--- config.mk ---
export PLATFORM = sky130hd
export DESIGN_NAME = mtpsa_digest_splitter_flat
export DESIGN_NICKNAME = d
export VERILOG_FILES = /design/src/rtl/mtpsa_digest_splitter_pkg.sv /design/src/rtl/mtpsa_digest_splitter_if.sv /design/src/rtl/mtpsa_dig_fifo.sv /design/src/rtl/mtpsa_digest_splitter.sv /design/src/flat_wrapper.sv
export SDC_FILE = /design/constraint.sdc
export NUM_CORES = 2
export LEC_CHECK = 0
export BUFFER_PORTS_ARGS = -buffer_cell sky130_fd_sc_hd__buf_4
export CELL_PAD_IN_SITES_DETAIL_PLACEMENT = 1
export CELL_PAD_IN_SITES_GLOBAL_PLACEMENT = 1
export CORE_AREA = 2 2 511 513
export CTS_BUF_LIST = sky130_fd_sc_hd__clkbuf_8
export DETAILED_ROUTE_END_ITERATION = 8
export DIE_AREA = 0 0 513 515
export GPL_ROUTABILITY_DRIVEN = 0
export PLACE_DENSITY_LB_ADDON = 0.1
export SLEW_MARGIN = 20
export SYNTH_ARGS = -nofsm -noshare
export SYNTH_HDL_FRONTEND = slang
export SYNTH_SLANG_ARGS = --single-unit
--- constraint.sdc ---
create_clock -name clk_line -period 108.6 [get_ports clk_line]
set_input_delay 32.58 -clock clk_line [delete_from_list [all_inputs] [get_ports clk_line]]
set_output_delay 32.58 -clock clk_line [all_outputs]
set_load 0.005 [all_outputs]
--- src/rtl/mtpsa_digest_splitter_pkg.sv ---
// Shared constants for the MTPSA digest splitter: metadata field offsets and widths.
package mtpsa_digest_pkg;

  localparam int META_W   = 40;
  localparam int DIGEST_W = 256;

  localparam int PKT_LEN_LSB  = 0;
  localparam int PKT_LEN_MSB  = 15;
  localparam int SRC_PORT_LSB = 16;
  localparam int SRC_PORT_MSB = 23;
  localparam int DST_PORT_LSB = 24;
  localparam int DST_PORT_MSB = 31;
  localparam int SEND_DIG_BIT = 32;

  // Field view of the 40-bit metadata word; the top byte is cleared before forwarding.
  typedef struct packed {
    logic [6:0]  rsvd;
    logic        sendDig;
    logic [7:0]  dstPort;
    logic [7:0]  srcPort;
    logic [15:0] pktLen;
  } meta_t;

endpackage

--- src/rtl/mtpsa_digest_splitter_if.sv ---
// AXI-Stream bundle used for the packet input, packet output and digest output streams.
interface mtpsa_digest_splitter_if
  import mtpsa_digest_pkg::*;
#(
  parameter int DATA_W = DIGEST_W,
  parameter int USER_W = META_W
);

  logic [DATA_W-1:0]   tdata;
  logic [DATA_W/8-1:0] tkeep;
  logic [USER_W-1:0]   tuser;
  logic                tvalid;
  logic                tready;
  logic                tlast;

  modport master (output tdata, tkeep, tuser, tvalid, tlast, input tready);
  modport slave  (input tdata, tkeep, tuser, tvalid, tlast, output tready);

endinterface

--- src/rtl/mtpsa_dig_fifo.sv ---
// First-word-fall-through FIFO holding digests bound for the CPU path; a push into a full FIFO
// is accepted only when a pop happens in the same cycle.
module mtpsa_dig_fifo
  import mtpsa_digest_pkg::*;
#(
  parameter int WIDTH = DIGEST_W,
  parameter int DEPTH = 8
) (
  input  logic                     clk,
  input  logic                     rst,
  input  logic                     i_push,
  input  logic [WIDTH-1:0]         i_data,
  input  logic                     i_pop,
  output logic [WIDTH-1:0]         o_data,
  output logic                     o_valid,
  output logic                     o_full,
  output logic [$clog2(DEPTH):0]   o_count
);

  localparam int AW = $clog2(DEPTH);
  localparam logic [AW:0] FULL_CNT = (AW+1)'(DEPTH);

  logic [WIDTH-1:0] r_mem [DEPTH];
  logic [AW-1:0]    r_wrPtr;
  logic [AW-1:0]    r_rdPtr;
  logic [AW:0]      r_count;
  logic             w_doPush;
  logic             w_doPop;

  assign o_valid  = (r_count != '0);
  assign o_full   = (r_count == FULL_CNT);
  assign o_count  = r_count;
  assign o_data   = r_mem[r_rdPtr];
  assign w_doPop  = i_pop & o_valid;
  assign w_doPush = i_push & (~o_full | w_doPop);

  always_ff @(posedge clk) begin
    if (rst) begin
      r_wrPtr <= '0;
      r_rdPtr <= '0;
      r_count <= '0;
    end else begin
      if (w_doPush) r_wrPtr <= r_wrPtr + AW'(1);
      if (w_doPop)  r_rdPtr <= r_rdPtr + AW'(1);
      case ({w_doPush, w_doPop})
        2'b10:   r_count <= r_count + (AW+1)'(1);
        2'b01:   r_count <= r_count - (AW+1)'(1);
        default: r_count <= r_count;
      endcase
    end
  end

  always_ff @(posedge clk) begin
    if (w_doPush) r_mem[r_wrPtr] <= i_data;
  end

endmodule

--- src/rtl/mtpsa_digest_splitter.sv ---
// Strips the digest from the SDNet tuser, forwards packets with 40-bit metadata and queues flagged
// digests for the CPU. Define MTPSA_DIG_BACKPRESSURE_EN to stall SOP beats instead of dropping digests.
module mtpsa_digest_splitter
  import mtpsa_digest_pkg::*;
#(
  parameter int C_AXIS_DATA_WIDTH = 256,
  parameter int C_META_WIDTH      = META_W,
  parameter int DIGEST_WIDTH      = DIGEST_W,
  parameter int DIG_FIFO_DEPTH    = 8,
  parameter int CNT_WIDTH         = 32
) (
  input  logic                             clk_line,
  input  logic                             clk_line_rst,
  mtpsa_digest_splitter_if.slave           s_axis,
  mtpsa_digest_splitter_if.master          m_axis,
  mtpsa_digest_splitter_if.master          m_dig,
  output logic [$clog2(DIG_FIFO_DEPTH):0]  dig_fifo_count,
  output logic [CNT_WIDTH-1:0]             stat_pkt_cnt,
  output logic [CNT_WIDTH-1:0]             stat_dig_cnt,
  output logic [CNT_WIDTH-1:0]             stat_dig_drop_cnt
);

  localparam int KEEP_W = C_AXIS_DATA_WIDTH / 8;

  typedef struct packed {
    logic [C_AXIS_DATA_WIDTH-1:0] data;
    logic [KEEP_W-1:0]            keep;
    logic [C_META_WIDTH-1:0]      meta;
    logic                         last;
  } beat_t;

  beat_t                   r_main;
  beat_t                   r_skid;
  beat_t                   w_inBeat;
  logic                    r_mainValid;
  logic                    r_skidValid;
  logic                    r_sReady;
  logic                    r_sop;
  logic [C_META_WIDTH-1:0] r_curMeta;
  logic [C_META_WIDTH-1:0] w_inMeta;
  logic [CNT_WIDTH-1:0]    r_pktCnt;
  logic [CNT_WIDTH-1:0]    r_digCnt;

  logic w_sAccept;
  logic w_mAccept;
  logic w_mainValidNext;
  logic w_skidValidNext;
  logic w_loadMainFromSkid;
  logic w_loadMainFromIn;
  logic w_loadSkid;
  logic w_digPushReq;
  logic w_digPushOk;
  logic w_digPop;
  logic w_digFull;
  logic w_digValid;

  always_comb begin
    w_inMeta = s_axis.tuser[C_META_WIDTH-1:0];
    w_inMeta[C_META_WIDTH-1:SEND_DIG_BIT] = '0;
    w_inBeat.data = s_axis.tdata;
    w_inBeat.keep = s_axis.tkeep;
    w_inBeat.meta = r_sop ? w_inMeta : r_curMeta;
    w_inBeat.last = s_axis.tlast;
  end

`ifdef MTPSA_DIG_BACKPRESSURE_EN
  logic w_bpStall;
  // Hold a digest-carrying SOP off only when the FIFO cannot take its digest this very cycle.
  assign w_bpStall        = r_sop & s_axis.tvalid & s_axis.tuser[SEND_DIG_BIT] & w_digFull & ~w_digPop;
  assign s_axis.tready    = r_sReady & ~w_bpStall;
  assign stat_dig_drop_cnt = '0;
`else
  logic                 w_digDrop;
  logic [CNT_WIDTH-1:0] r_dropCnt;
  assign s_axis.tready     = r_sReady;
  assign w_digDrop         = w_digPushReq & ~w_digPushOk;
  assign stat_dig_drop_cnt = r_dropCnt;

  always_ff @(posedge clk_line) begin
    if (clk_line_rst)                 r_dropCnt <= '0;
    else if (w_digDrop && ~&r_dropCnt) r_dropCnt <= r_dropCnt + CNT_WIDTH'(1);
  end
`endif

  assign w_sAccept    = s_axis.tvalid & s_axis.tready;
  assign w_mAccept    = r_mainValid & m_axis.tready;
  assign w_digPop     = w_digValid & m_dig.tready;
  assign w_digPushReq = w_sAccept & r_sop & s_axis.tuser[SEND_DIG_BIT];
  assign w_digPushOk  = w_digPushReq & (~w_digFull | w_digPop);

  // The skid register only fills when main is held; tready is registered so it lags by a cycle.
  always_comb begin
    w_mainValidNext    = r_mainValid;
    w_skidValidNext    = r_skidValid;
    w_loadMainFromSkid = 1'b0;
    w_loadMainFromIn   = 1'b0;
    w_loadSkid         = 1'b0;
    if (!r_mainValid || w_mAccept) begin
      if (r_skidValid) begin
        w_loadMainFromSkid = 1'b1;
        w_mainValidNext    = 1'b1;
        w_skidValidNext    = 1'b0;
      end else begin
        w_loadMainFromIn = w_sAccept;
        w_mainValidNext  = w_sAccept;
      end
    end else if (w_sAccept) begin
      w_loadSkid      = 1'b1;
      w_skidValidNext = 1'b1;
    end
  end

  always_ff @(posedge clk_line) begin
    if (clk_line_rst) begin
      r_mainValid <= 1'b0;
      r_skidValid <= 1'b0;
      r_sReady    <= 1'b0;
      r_sop       <= 1'b1;
      r_curMeta   <= '0;
      r_pktCnt    <= '0;
      r_digCnt    <= '0;
    end else begin
      r_mainValid <= w_mainValidNext;
      r_skidValid <= w_skidValidNext;
      r_sReady    <= ~w_skidValidNext;
      if (w_sAccept) begin
        r_sop     <= s_axis.tlast;
        r_curMeta <= w_inBeat.meta;
      end
      if (w_sAccept && s_axis.tlast && ~&r_pktCnt) r_pktCnt <= r_pktCnt + CNT_WIDTH'(1);
      if (w_digPushOk && ~&r_digCnt)               r_digCnt <= r_digCnt + CNT_WIDTH'(1);
    end
  end

  always_ff @(posedge clk_line) begin
    if (w_loadMainFromSkid)    r_main <= r_skid;
    else if (w_loadMainFromIn) r_main <= w_inBeat;
    if (w_loadSkid)            r_skid <= w_inBeat;
  end

  mtpsa_dig_fifo #(
    .WIDTH (DIGEST_WIDTH),
    .DEPTH (DIG_FIFO_DEPTH)
  ) u_digFifo (
    .clk     (clk_line),
    .rst     (clk_line_rst),
    .i_push  (w_digPushReq),
    .i_data  (s_axis.tuser[DIGEST_WIDTH+C_META_WIDTH-1:C_META_WIDTH]),
    .i_pop   (m_dig.tready),
    .o_data  (m_dig.tdata),
    .o_valid (w_digValid),
    .o_full  (w_digFull),
    .o_count (dig_fifo_count)
  );

  assign m_axis.tdata  = r_main.data;
  assign m_axis.tkeep  = r_main.keep;
  assign m_axis.tuser  = r_main.meta;
  assign m_axis.tlast  = r_main.last;
  assign m_axis.tvalid = r_mainValid;

  assign m_dig.tvalid = w_digValid;
  assign m_dig.tkeep  = '1;
  assign m_dig.tuser  = '0;
  assign m_dig.tlast  = 1'b1;

  assign stat_pkt_cnt = r_pktCnt;
  assign stat_dig_cnt = r_digCnt;

endmodule

--- src/flat_wrapper.sv ---
// flat-port wrapper written by rule: the top's interface ports become plain ports
module mtpsa_digest_splitter_flat import mtpsa_digest_pkg::*;
#(
  parameter int C_AXIS_DATA_WIDTH = 256,
  parameter int C_META_WIDTH      = META_W,
  parameter int DIGEST_WIDTH      = DIGEST_W,
  parameter int DIG_FIFO_DEPTH    = 8,
  parameter int CNT_WIDTH         = 32
)
  (clk_line, clk_line_rst, dig_fifo_count, stat_pkt_cnt, stat_dig_cnt, stat_dig_drop_cnt, s_axis_tdata, s_axis_tkeep, s_axis_tuser, s_axis_tvalid, s_axis_tlast, s_axis_tready, m_axis_tdata, m_axis_tkeep, m_axis_tuser, m_axis_tvalid, m_axis_tlast, m_axis_tready, m_dig_tdata, m_dig_tkeep, m_dig_tuser, m_dig_tvalid, m_dig_tlast, m_dig_tready);
  mtpsa_digest_splitter_if #(.DATA_W((256)), .USER_W((256)+(40))) s_axis_i ();
  mtpsa_digest_splitter_if #(.DATA_W((256)), .USER_W((40))) m_axis_i ();
  mtpsa_digest_splitter_if #(.DATA_W((256)), .USER_W(1)) m_dig_i ();
  input  logic clk_line;
  input  logic clk_line_rst;
  output logic [$clog2(DIG_FIFO_DEPTH):0] dig_fifo_count;
  output logic [CNT_WIDTH-1:0] stat_pkt_cnt;
  output logic [CNT_WIDTH-1:0] stat_dig_cnt;
  output logic [CNT_WIDTH-1:0] stat_dig_drop_cnt;
  input wire logic [$bits(s_axis_i.tdata)-1:0] s_axis_tdata;
  input wire logic [$bits(s_axis_i.tkeep)-1:0] s_axis_tkeep;
  input wire logic [$bits(s_axis_i.tuser)-1:0] s_axis_tuser;
  input wire logic [$bits(s_axis_i.tvalid)-1:0] s_axis_tvalid;
  input wire logic [$bits(s_axis_i.tlast)-1:0] s_axis_tlast;
  output wire logic [$bits(s_axis_i.tready)-1:0] s_axis_tready;
  output wire logic [$bits(m_axis_i.tdata)-1:0] m_axis_tdata;
  output wire logic [$bits(m_axis_i.tkeep)-1:0] m_axis_tkeep;
  output wire logic [$bits(m_axis_i.tuser)-1:0] m_axis_tuser;
  output wire logic [$bits(m_axis_i.tvalid)-1:0] m_axis_tvalid;
  output wire logic [$bits(m_axis_i.tlast)-1:0] m_axis_tlast;
  input wire logic [$bits(m_axis_i.tready)-1:0] m_axis_tready;
  output wire logic [$bits(m_dig_i.tdata)-1:0] m_dig_tdata;
  output wire logic [$bits(m_dig_i.tkeep)-1:0] m_dig_tkeep;
  output wire logic [$bits(m_dig_i.tuser)-1:0] m_dig_tuser;
  output wire logic [$bits(m_dig_i.tvalid)-1:0] m_dig_tvalid;
  output wire logic [$bits(m_dig_i.tlast)-1:0] m_dig_tlast;
  input wire logic [$bits(m_dig_i.tready)-1:0] m_dig_tready;
  assign s_axis_i.tdata = s_axis_tdata;
  assign s_axis_i.tkeep = s_axis_tkeep;
  assign s_axis_i.tuser = s_axis_tuser;
  assign s_axis_i.tvalid = s_axis_tvalid;
  assign s_axis_i.tlast = s_axis_tlast;
  assign s_axis_tready = s_axis_i.tready;
  assign m_axis_tdata = m_axis_i.tdata;
  assign m_axis_tkeep = m_axis_i.tkeep;
  assign m_axis_tuser = m_axis_i.tuser;
  assign m_axis_tvalid = m_axis_i.tvalid;
  assign m_axis_tlast = m_axis_i.tlast;
  assign m_axis_i.tready = m_axis_tready;
  assign m_dig_tdata = m_dig_i.tdata;
  assign m_dig_tkeep = m_dig_i.tkeep;
  assign m_dig_tuser = m_dig_i.tuser;
  assign m_dig_tvalid = m_dig_i.tvalid;
  assign m_dig_tlast = m_dig_i.tlast;
  assign m_dig_i.tready = m_dig_tready;
  mtpsa_digest_splitter #(.C_AXIS_DATA_WIDTH(C_AXIS_DATA_WIDTH), .C_META_WIDTH(C_META_WIDTH), .DIGEST_WIDTH(DIGEST_WIDTH), .DIG_FIFO_DEPTH(DIG_FIFO_DEPTH), .CNT_WIDTH(CNT_WIDTH)) u_core (.clk_line(clk_line), .clk_line_rst(clk_line_rst), .s_axis(s_axis_i), .m_axis(m_axis_i), .m_dig(m_dig_i), .dig_fifo_count(dig_fifo_count), .stat_pkt_cnt(stat_pkt_cnt), .stat_dig_cnt(stat_dig_cnt), .stat_dig_drop_cnt(stat_dig_drop_cnt));
endmodule
### Yosys cells after proc, flatten, opt, wreduce, memory -nomap -nowiden

Memories as Yosys holds them, arrays and structs flattened. A register that Yosys moved wholly into a read port is not among the register bits.
Index checks and enable logic that the tools add are counted.
Widths: inputs -> output; s select.

| storage, ports and cells | value |
|---|---|
| memory bits (writable) | 2,048 |
| word-level logic and storage cells | 73 |
| memories kept | 1 |
| bits in registers | 808 |

| cells by class | value |
|---|---|
| equal/unequal tests | 3 |
| multiplexer cells | 17 |
| add/subtract/negate cells | 7 |
| reductions and logical operators | 15 |
| bitwise logic cells | 11 |

Memories:

| name | words | width | read ports | clocked after Yosys merged registers in | write ports | line | text |
|---|---|---|---|---|---|---|---|
| u_core.u_digFifo.r_mem | 8 | 256 | 1 | 1 | 1 | mtpsa_dig_fifo.sv:23 | `logic [WIDTH-1:0] r_mem [DEPTH];` |

Operators by type and width:

| kind | number |
|---|---|
| $mux 329 | 2 |
| $add 32x1->32 const B | 3 |
| $reduce_and 32->1 | 3 |
| $mux 40 | 1 |
| $mux 1 | 11 |
| $pmux 4 s2 | 1 |
| $and 1x1->1 | 7 |
| $add 3x1->3 const B | 2 |
| $mux 3 | 2 |
| $add 4x1->4 const B | 1 |
| $eq 4x4->1 const B | 1 |
| $logic_and 1x1->1 | 4 |
| $logic_not 1->1 | 4 |
| $reduce_bool 2->1 | 2 |
| $reduce_bool 4->1 | 1 |
| $sub 4x1->4 const B | 1 |
| $not 1->1 | 3 |
| $eq 2x1->1 const B | 1 |
| $eq 2x2->1 const B | 1 |
| $logic_or 1x1->1 | 1 |
| $or 1x1->1 | 1 |

### Logic depth before layout (Yosys ltp)

| depth | value |
|---|---|
| word-level depth | 7 |
| gate-level depth with buffers | 10 |

### Hierarchy

Synthesis repeated with hierarchy kept, for this count alone.

| second synthesis, totals | value |
|---|---|
| cells, all modules | 5,486 |
| area, all modules | 108,212.5 um2 |

By module, submodules not included:

| module | sequential area each (um2) | area each (um2) | cells each | times used |
|---|---|---|---|---|
| mtpsa_dig_fifo | 61,759.2 | 77,596.9 | 3,039 | 1 |
| mtpsa_digest_splitter | 22,561.6 | 30,615.6 | 2,447 | 1 |

### Worst setup path before layout

No wires, ideal clock.

| timing path | value |
|---|---|
| path kind | in2reg |
| from | in s_axis_tuser[32] |
| to | mem u_core.u_digFifo.r_mem[1][0] (netlist bit), enable pin |
| data arrival time | 59,178 ps |
| cell stages on the path | 4 |
| path slack | 47,833 ps |
| buffers on the path | 1 |
| cell sequence | nand4_4 a21o_4 clkbuf_1 nor4b_1 |

| between the ends | value |
|---|---|
| cells in the longest elaborated chain, start to end | 4 |

RTL lines:

| element | line | text |
|---|---|---|
| start, declared | flat_wrapper.sv:22 | `input wire logic [$bits(s_axis_i.tuser)-1:0] s_axis_tuser;` |
| $and 1x1->1 | mtpsa_digest_splitter.sv:88 | `assign w_digPushReq = w_sAccept & r_sop & s_axis.tuser[SEND_DIG_BIT];` |
| $and 1x1->1 | mtpsa_dig_fifo.sv:35 | `assign w_doPush = i_push & (~o_full \| w_doPop);` |
| $mux 1 | mtpsa_dig_fifo.sv:54 | `if (w_doPush) r_mem[r_wrPtr] <= i_data;` |
| $mux 1 (implied by the code) | mtpsa_dig_fifo.sv:54 |  |
| end, declared | mtpsa_dig_fifo.sv:23 |  |

No other way between the ends.

==> metrics.log <==
INFO  metric maxcap_viol_count = 0
INFO  metric num-fill-cells = 24100
INFO  metric min_period = 37.82 ns
INFO  metric grt_usage = 0.238
INFO  metric max_clock_buf_depth = 4
INFO  metric first_iter_violations = 4459
INFO  metric synth.top_cells.by_count = 2706 x sky130_fd_sc_hd__edfxtp_1, 984 x sky130_fd_sc_hd__nand2_1, 512 x sky130_fd_sc_hd__mux4_2
INFO  metric netlist.area_leader.share = 0.754
INFO  metric detail_route.vias_per_cell = 5.27
INFO  metric die_w = 513 um
INFO  metric post_cts_hold_buffer_count = 0
INFO  metric area_growth = 20.9%
INFO  metric yosysWarnings = 0
INFO  metric synth_top_area_cell = sky130_fd_sc_hd__edfxtp_1
INFO  metric grt_antenna_before_repair = 174
INFO  metric totalNegativeSetupSlack = 0 ns
INFO  metric fin_worst_skew = 0.103 ns
INFO  metric slowest_delay = 0.84 ns
INFO  metric floorplan.initialDensity = 0.417
INFO  metric design.die.area = 0.264 mm^2
INFO  metric worstPathCellList = buf_4 -> buf_12 -> buf_4 -> mux4_2 -> mux2_2 -> buf_4
INFO  metric hold_depth = 1
INFO  metric drive_above_1_share = 0.374
INFO  metric worst_setup_ep_type = output port
INFO  metric core-area = 0.259 mm^2
INFO  metric slew_viol_final = 0
INFO  metric worst_path_dominant_cell_family = buffers and inverters
INFO  metric worstSetupPathDepth = 6
INFO  metric worst_case_reg_to_reg_path_depth = 6
INFO  metric sink_count_of_the_clock_tree = 2859
INFO  metric holdCritPathClass = register to register
INFO  metric place.port_buffers = 1270
INFO  metric slew_headroom = 0.150
INFO  metric top_cells_by_area_synth = sky130_fd_sc_hd__edfxtp_1 75%, sky130_fd_sc_hd__mux4_2 11%, sky130_fd_sc_hd__mux2_2 3.5%, sky130_fd_sc_hd__nand2_1 3.4%, sky130_fd_sc_hd__dfxtp_1 2.8%
INFO  metric final-setup-viol-count = 0
INFO  metric worst_ep_required_time = 76.02 ns
INFO  metric preCtsSetupSlack = 71.15 ns
INFO  metric synthArstFlopShare = 0
INFO  metric timing.critical_path.slowest_stage_cell = sky130_fd_sc_hd__buf_4
INFO  metric setup_slack_of_the_worst_register_to_register_path = 103.67 ns
INFO  metric crit_arrival = 5.24 ns
INFO  metric clk-insertion-delay-late = 1.05 ns
INFO  metric run_status = finished, final reports clean
INFO  metric route.final.wire_length = 320000 um
INFO  metric grt_setup_unrepaired = false
INFO  metric drt-pass1-iter-count = 5
INFO  metric ys_seq_area_frac = 0.782
INFO  metric design.final.nets = 7689
INFO  metric dominantRegCellSynth = sky130_fd_sc_hd__edfxtp_1
INFO  metric row_count = 187
INFO  metric first_global_vias = 60800
INFO  metric cts_buffers = 483
INFO  metric cp.buffers_inverters = 4
INFO  metric synth_area = 0.108 mm^2
INFO  metric finalCritPeriodShare = 0.348
INFO  metric final_critical_path_setup_slack = 70.78 ns
INFO  metric worstMarginPinSlew = 1.27 ns
INFO  metric die_h = 515 um
INFO  metric max_freq = 26.4 MHz
INFO  metric via_count = 57800
INFO  metric grt_start_max_net_pins = 195
INFO  metric postCtsSetupRepairBufs = 0
INFO  metric synth.most_common_cell = sky130_fd_sc_hd__edfxtp_1
INFO  metric ctsResizeCount = 0
INFO  metric htree_levels = 5
INFO  metric final_antenna_net_count = 0
INFO  metric tritoncts_clock_tree = built
INFO  metric clkSlewWorstSetupHoldPaths = 0.06 ns
INFO  metric grt_first_pass_wirelength = 451000 um
INFO  metric wl_per_cell = 29.2 um
INFO  metric vdd_ir_drop_max = 0.0126 mV
INFO  metric cp_max_fo = 110
INFO  metric num_io_pins = 1312
INFO  metric synth_enable_flop_cells = 2706
INFO  metric syn-mean-instance-area = 19.6 um^2
INFO  metric power.leakage = 44.8 nW
INFO  metric timing.setup.critical_path_class = register to output port
INFO  metric timing_hold_violations_final = 0
INFO  metric kind_of_start_point_of_the_critical_path = register
INFO  metric detail_route.drc_violations = 0
INFO  metric hpwlAfterDp = 207000 um
INFO  metric power-per-cell-area = 18.8 mW/mm^2
INFO  metric number_of_register_bits_inferred_by_synthesis = 2859
INFO  metric count_of_distinct_cell_types_in_the_synthesized_netlist = 58
INFO  metric netlist_instances = 5510
INFO  metric critPathMostFrequentCell = sky130_fd_sc_hd__buf_4
INFO  metric clock_tree.root_cell = sky130_fd_sc_hd__clkbuf_8
INFO  metric grt.overflow.total = 0
-- final timing paths --
check	startpoint	end
setup / recovery	register	m_dig_tdata[220]
hold / removal	u_core.r_curMeta[35]	u_core.r_curMeta[35]
setup reg to reg	u_core.s_axis.tready	u_core.r_skid[291]
hold reg to reg	u_core.r_curMeta[35]	u_core.r_curMeta[35]
-- layout by cell type (no fill, tap or decap), types with 113 or more instances in the layout --
cell,count
sky130_fd_sc_hd__edfxtp_1,2706
sky130_fd_sc_hd__buf_4,1336
sky130_fd_sc_hd__nand2_1,983
sky130_fd_sc_hd__mux4_2,512
sky130_fd_sc_hd__clkbuf_8,496
sky130_fd_sc_hd__mux2_2,334
sky130_fd_sc_hd__inv_1,194
sky130_fd_sc_hd__dfxtp_1,149
sky130_fd_sc_hd__clkinv_1,134
sky130_fd_sc_hd__a21oi_1,113
-- sequential cells by signal, indices dropped and copies added, names as in the netlist, 3 cells and up, named ones only --
| name | count |
|---|---|
| u_core.u_digFifo.r_mem | 2048 |
| u_core.r_skid | 329 |
| u_core.m_axis.tdata | 256 |
| u_core.m_axis.tuser | 40 |
| u_core.r_curMeta | 40 |
| u_core.m_axis.tkeep | 32 |
| u_core.stat_dig_cnt | 32 |
| u_core.stat_dig_drop_cnt | 32 |
| u_core.stat_pkt_cnt | 32 |
| u_core.u_digFifo.o_count | 4 |
| u_core.u_digFifo.r_rdPtr | 3 |
| u_core.u_digFifo.r_wrPtr | 3 |
-- power breakdown --
group	switching (W)	internal, W	leakage (nW)
Clock	0.000441	0.000440	5.13
Sequential	0.00000851	0.00122	25.7
Combinational	0.000162	0.000178	13.9
Total	0.000611	0.00184	44.8
-- final cells by class --
| type | count | area, um^2 | share of cell area |
|---|---|---|---|
| antenna | 77 | 193 | 0.00148 |
| timing repair buffer | 1351 | 10300 | 0.0793 |
| tap | 3402 | 4260 | 0.0327 |
| multi-input combinational | 2378 | 22400 | 0.172 |
| inverter | 18 | 67.6 | 0.000518 |
| clock buffer | 496 | 6830 | 0.0524 |
| clock inverter | 385 | 1920 | 0.0148 |
| sequential | 2859 | 84300 | 0.647 |
-- cells by family after synthesis --
group | share of synthesized area
xor+xnor | 0.00179
mux | 0.142
compound gates | 0.0109
buf+inv | 0.0121
other cells | 0.0000697
fa+ha+maj | 0.000998
simple gates | 0.0499
flops | 0.782
-- stage by stage --
stage | cell area (um^2) | total power (W) | hold slack (ns) | util | cells
detailed placement | 121000 | 0.00160 | 0.440 | 0.469 | 10000
global placement | 121000 | 0.00160 | 0.435 | 0.469 | 10000
global route | 130000 | 0.00255 | 0.464 | 0.504 | 11000
CTS | 130000 | 0.00249 | 0.456 | 0.503 | 10900
finish | 130000 | 0.00245 | 0.448 | 0.504 | 11000
floorplan | 108000 | 0.00145 | 0.421 | - | 5542
-- layer usage --
metal | GRT usage | vias up | routed length [um]
li1 | - | 25100 | -
met1 | 0.268 | 30100 | 117000
met2 | 0.402 | 1831 | 161000
met3 | 0.0791 | 718 | 24700
met4 | 0.122 | 60 | 17300
met5 | 0 | - | 395
No activity file was read; power rests on OpenSTA's default activity.
